## src/rtl/aq_f_spsram_64x58_ctrl.sv

```systemverilog
// aq_f_spsram_64x58_ctrl: clear sequencer and write/read arbiter in front of a single-port SRAM.
// Reads are granted over writes once starved for STARVE_LIMIT cycles; Q is passed straight back.
module aq_f_spsram_64x58_ctrl #(
    parameter int ADDR_WIDTH   = 6,
    parameter int DATA_WIDTH   = 58,
    parameter int STARVE_LIMIT = 4
) (
    input  logic                  CLK,
    input  logic                  RST,
    input  logic                  inv_req,
    output logic                  init_busy,
    input  logic                  wr_req,
    input  logic [ADDR_WIDTH-1:0] wr_addr,
    input  logic [DATA_WIDTH-1:0] wr_data,
    input  logic [DATA_WIDTH-1:0] wr_bmask,
    output logic                  wr_gnt,
    input  logic                  rd_req,
    input  logic [ADDR_WIDTH-1:0] rd_addr,
    output logic                  rd_gnt,
    output logic                  rd_rvalid,
    output logic [DATA_WIDTH-1:0] rd_rdata,
    output logic [ADDR_WIDTH-1:0] sram_a,
    output logic                  sram_cen,
    output logic [DATA_WIDTH-1:0] sram_d,
    output logic                  sram_gwen,
    output logic [DATA_WIDTH-1:0] sram_wen,
    input  logic [DATA_WIDTH-1:0] sram_q
);
    typedef enum logic {INIT, IDLE} state_t;
    state_t                state_q, state_d;
    logic [ADDR_WIDTH-1:0] cnt_q, cnt_d;
    logic [3:0]            starve_q, starve_d;
    logic                  rvalid_q;

    always_comb begin
        state_d   = state_q;
        cnt_d     = cnt_q;
        wr_gnt    = 1'b0;
        rd_gnt    = 1'b0;
        sram_cen  = 1'b1;
        sram_gwen = 1'b0;
        sram_a    = '0;
        sram_d    = '0;
        sram_wen  = '0;
        init_busy = (state_q == INIT);
        if (!RST) begin
            if (state_q == INIT) begin
                sram_cen  = 1'b0;
                sram_gwen = 1'b1;
                sram_wen  = '1;
                sram_a    = cnt_q;
                cnt_d     = cnt_q + 1'b1;
                state_d   = (cnt_q == '1) ? IDLE : INIT;
            end else if (inv_req) begin
                state_d = INIT;
                cnt_d   = '0;
            end else begin
                wr_gnt = wr_req && !(rd_req && starve_q == 4'(STARVE_LIMIT));
                rd_gnt = rd_req && !wr_gnt;
                if (wr_gnt) begin
                    sram_cen  = 1'b0;
                    sram_gwen = 1'b1;
                    sram_a    = wr_addr;
                    sram_d    = wr_data;
                    sram_wen  = wr_bmask;
                end else if (rd_gnt) begin
                    sram_cen = 1'b0;
                    sram_a   = rd_addr;
                end
            end
        end
        // Denied reads count only while arbitrating; the count survives a clear if the read stays pending.
        starve_d = (!rd_req || rd_gnt) ? 4'd0 :
                   (state_q == IDLE && starve_q != 4'(STARVE_LIMIT)) ? starve_q + 4'd1 : starve_q;
    end

    always_ff @(posedge CLK) begin
        if (RST) begin
            state_q  <= INIT;
            cnt_q    <= '0;
            starve_q <= '0;
            rvalid_q <= 1'b0;
        end else begin
            state_q  <= state_d;
            cnt_q    <= cnt_d;
            starve_q <= starve_d;
            rvalid_q <= rd_gnt;
        end
    end

    assign rd_rvalid = rvalid_q;
    assign rd_rdata  = sram_q;
endmodule

```

## config.mk

```make
export PLATFORM = sky130hd
export DESIGN_NAME = aq_f_spsram_64x58_ctrl
export DESIGN_NICKNAME = d
export VERILOG_FILES = /design/src/rtl/aq_f_spsram_64x58_ctrl.sv
export SDC_FILE = /design/constraint.sdc
export NUM_CORES = 1
export LEC_CHECK = 0
export ABC_AREA = 1
export CORE_AREA = 2 2 148 150
export CTS_CLUSTER_SIZE = 24
export DETAILED_ROUTE_END_ITERATION = 10
export DIE_AREA = 0 0 150 152
export PLACE_DENSITY_LB_ADDON = 0.1
export SKIP_LAST_GASP = 1
export SLEW_MARGIN = 20
export SYNTH_ARGS = -nofsm -noshare
export SYNTH_HDL_FRONTEND = slang
export SYNTH_SLANG_ARGS = --single-unit
```

## constraint.sdc

```tcl
create_clock -name CLK -period 1.7 [get_ports CLK]
set_input_delay 0.255 -clock CLK [delete_from_list [all_inputs] [get_ports CLK]]
set_output_delay 0.255 -clock CLK [all_outputs]
set_load 0.01 [all_outputs]
```

# [Yosys cells after proc, flatten, opt, wreduce, memory -nomap -nowiden]
# Index checks and enable logic that the tools add are counted.
[classes] addsub=2 eq_ne=4 muxes=33 bitwise=1 n_reduce_logical=9
[op_table] operator="$mux W58" count=8
[op_table] operator="$mux W6" count=7
[op_table] operator="$mux W1" count=18
[op_table] operator="$add A6 B1 Y6 const B" count=1
[op_table] operator="$eq A6 B6 Y1 const B" count=1
[op_table] operator="$add A4 B1 Y4 const B" count=1
[op_table] operator="$eq A4 B3 Y1 const B" count=1
[op_table] operator="$logic_and A1 B1 Y1" count=4
[op_table] operator="$ne A4 B3 Y1 const B" count=1
[op_table] operator="$logic_not A1 Y1" count=3
[op_table] operator="$ne A2 B2 Y1 const B" count=1
[op_table] operator="$reduce_or A2 Y1" count=1
[op_table] operator="$logic_or A1 B1 Y1" count=1
[op_table] operator="$not A1 Y1" count=1
[word_totals] ff_bits=12 in_bits=191 output_inout_bits=186 word_cells=53

# [Depth between registers and ports, before layout]
[depth] ltp_word=11 depth_mapped=9 depth_no_buf=8

# [Worst setup path after synthesis]
# OpenSTA, ideal clock, no wires.
[synth_timing] path_type="flip-flop to output port" start="register starve_q[0]" end="output port sram_wen[37]" arrival_ps=1466 t_required_ps=1445 setup_slack_ps=-21 path_stages_with_launch=10 path_buffers=2 cell_sequence="dfxtp_1 inv_1 ha_1 nand4_4 nand3_1 nand2_1 inv_2 buf_6 buf_6 nor2_1"
[synth_between] elab_chain_cells=8
[synth_lines] item="start, declared" line_no="32" rtl="logic [3:0] starve_q, starve_d;"
[synth_lines] item="start signal, assigned" line_no="86" rtl="starve_q <= starve_d;"
[synth_lines] item="$eq A4 B3 Y1" line_no="58" rtl="wr_gnt = wr_req && !(rd_req && starve_q == 4'(STARVE_LIMIT));"
[synth_lines] item="$logic_and A1 B1 Y1" line_no="58"
[synth_lines] item="$logic_not A1 Y1" line_no="58"
[synth_lines] item="$logic_and A1 B1 Y1" line_no="58"
[synth_lines] item="$mux W58" line_no="60" rtl="if (wr_gnt) begin"
[synth_lines] item="$mux W58" line_no="54" rtl="end else if (inv_req) begin"
[synth_lines] item="$mux W58" line_no="47" rtl="if (state_q == INIT) begin"
[synth_lines] item="$mux W58" line_no="46" rtl="if (!RST) begin"
[synth_lines] item="end, declared" line_no="26" rtl="output logic [DATA_WIDTH-1:0] sram_wen,"
# Every way passes these cells.

# [Final worst setup path]
[layout_timing] start="input port wr_req" end="output port sram_d[9]"
[layout_between] elab_chain_cells=5
[layout_lines] item="start, declared" line_no="12" rtl="input logic wr_req,"
[layout_lines] item="$logic_and A1 B1 Y1" line_no="58"
[layout_lines] item="$mux W58" line_no="60"
[layout_lines] item="$mux W58" line_no="54"
[layout_lines] item="$mux W58" line_no="47"
[layout_lines] item="$mux W58" line_no="46"
[layout_lines] item="end, declared" line_no="24" rtl="output logic [DATA_WIDTH-1:0] sram_d,"
# Every way passes these cells.

==> flow_metrics.tcl <==
set metrics [dict create \
    hold_buffers 0 \
    setup.worst_path.start "wr_req" \
    yosys.area.top_type "nor2_1" \
    path_clk_slew_ns 0.04 \
    finClkSkew_ns 0.00264 \
    start_util_pct 10.6 \
    ys_seq_elements 12 \
    violations "setup timing" \
    ctsRootBufferMaster "clkbuf_16" \
    post_drt_wl_per_cell_um 14.6 \
    cp-end-kind "output port" \
    port-buffer-count 260 \
    nets 881 \
    synth_top_family_by_area "simple AND/OR/NAND/NOR gates" \
    setup_viol 129 \
    hold_class "input port to flop" \
    synth_edf_count 0 \
    drt_iter0_drc 81 \
    synthAdderAreaFrac_pct 1.66 \
    grt_pass1_wl_um 19800 \
    fin_ws_ns -0.330 \
    synth_xor_area_share_pct 0 \
    syn2layout_area_growth_pct 152 \
    cts_tree "done" \
    hold_violations 0 \
    grt_antenna_before_repair 0 \
    max_slew_margin_pct 82.7 \
    layout-drive-gt1-share_pct 36.2 \
    vias 3566 \
    p_per_area_nw_per_um2 265 \
    cts.path.max_buffers 2 \
    fin_crit_sh_pct 119 \
    die_w_um 150 \
    ys_warn_count 0 \
    hpwl_um 10900 \
    ys_types 21 \
    grt_overflow 0 \
    utilization_pct 26.7 \
    ant_nets 0 \
    post-route-min-period_ns 2.03 \
    placementRows 54 \
    clock_latency_ns 0.24 \
    grt_pass1_vias 3657 \
    synth-async-reset-ratio_pct 0 \
    rr_startpoint "starve_q[0]" \
    clkSinkCount 12 \
    synth_cells 437 \
    fmax_mhz 493 \
    synth-compound-area-share_pct 2.93 \
    dieArea_sq_um 22800 \
    cp.required_ns 1.44 \
    status "finished with violations" \
    yosys-top-cells-area "nor2_1, buf_4, inv_1" \
    synthSimpleGateAreaFrac_pct 46.8 \
    synthMuxAreaShare_pct 0 \
    fin_tns_setup_ns -28.21 \
    n_antenna_cell 0 \
    track_usage_pct 11.0 \
    synth_flop_cell "dfxtp_1" \
    rsz0062_at_grt "true" \
    syn_area_per_cell_sq_um 5.17 \
    drt_first_pass_iters 4 \
    grt_max_degree 49 \
    p_leak_nw 2.79 \
    fp.coreArea_sq_um 21400 \
    seq_area_frac_synth_pct 10.6 \
    criticalPathCategory "input port to output port" \
    die_y_um 152 \
    htree_levels 1 \
    setup.worst_path.end "sram_d[9]" \
    finalMaxSlewViolations 0 \
    cap_violations 0 \
    path_max_fanout 5 \
    via_per_inst 3.69 \
    cp.arrival_ns 1.78 \
    placed_cells 925 \
    globalplace.congestion 0.763 \
    ir_drop_mv 0.263 \
    routed_wl_um 14100 \
    netlist_area_sq_um 2260 \
    cts_buffers 3 \
    synth_top_area_share_pct 29.7 \
    start_kind "input port" \
    synth_fp_nets 631 \
    synth_commonest_cells "nor2_1, inv_1, buf_4" \
    synth.most_common_cell "nor2_1" \
    worstMarginPinSlew_ns 0.259 \
    rr_worst_depth 12 \
    timing.rr.end "starve_q[3]" \
    ios 377 \
    fin_cells 966 \
    drc 0 \
    r2r_setup_slack_ns -0.03 \
]
sequential cells by signal (all words and copies together) (netlist names):
signal and flops:
state_q 1, starve_q 4, cnt_q 6, rd_rvalid 1
per-stage QoR:
stage / setup WS (ns) / total power (W) / hold WS (ns) / instance area (sq um)
floorplan: -0.0207 / 0.000619 / 0.324 / 2260
global placement: -0.704 / 0.00103 / 0.497 / 4900
detailed placement: -0.701 / 0.00103 / 0.494 / 4900
CTS: -0.328 / 0.00149 / 0.483 / 5100
global route: -0.404 / 0.00159 / 0.499 / 5700
finish: -0.330 / 0.00151 / 0.485 / 5700
worst min-delay path by stage:
| stage | startpoint | end | cells after the start |
|---|---|---|---|
| 3_3_place_gp | cnt_q[0] | cnt_q[0] | 1 |
| 4_1_cts | RST | cnt_q[4] | 3 |
| 6_report | RST | cnt_q[4] | 3 |
| 3_5_place_dp | cnt_q[0] | cnt_q[0] | 1 |
| 2_1_floorplan | RST | cnt_q[4] | 1 |
| 5_1_grt | RST | cnt_q[4] | 3 |
placed cells by master, fill, tap and decap left out, drive strengths merged, types with 8 or more instances in the layout:
| cell | n |
|---|---|
| buf | 138 |
| clkbuf | 20 |
| clkdlybuf4s50 | 130 |
| dfxtp | 12 |
| dlygate4sd2 | 37 |
| inv | 80 |
| nand2 | 29 |
| nand3 | 23 |
| nand4 | 8 |
| nor2 | 191 |
final cells by class:
type	instances	area [sq um]
fillers	2419	15700
repair buffers	323	3170
multi-input cells	267	1540
well taps	280	350
inverters	80	308
flip-flops and latches	12	243
clock buffers	4	88.8
worst max-delay path, stage by stage:
cell,delay (ns)
clkdlybuf4s50_1,0.53
buf_4,0.19
nand3_4,0.13
buf_12,0.16
buf_12,0.13
clkbuf_16,0.16
nor2_2,0.07
buf_2,0.14
cells by family after synthesis:
kind of cell / after synthesis
fa+ha+maj: 3
buf+inv: 158
compound gates: 12
flops: 12
simple gates: 252
repair_timing:
item	CTS	global route
gates resized for setup	287	282
pin swaps	3	6
cloned	5	6
endpoints found under the setup margin	131	127
buffers inserted	10	16
metal layers:
layer / share of wire [%] / wire, um / GRT usage, %
met5: 0 / 0 / 0
met4: 2.1 / 300 / 2.70
met3: 9.9 / 1390 / 3.72
met2: 55 / 7710 / 21.8
met1: 33 / 4660 / 10.6
power by group:
group | total, W | internal [W] | switching (W) | leakage [nW]
logic | 0.000732 | 0.000440 | 0.000292 | 2.64
registers | 0.000295 | 0.000288 | 0.00000719 | 0.0983
clock network | 0.000482 | 0.000355 | 0.000127 | 0.0442
Power figures use the tool's default switching activity.
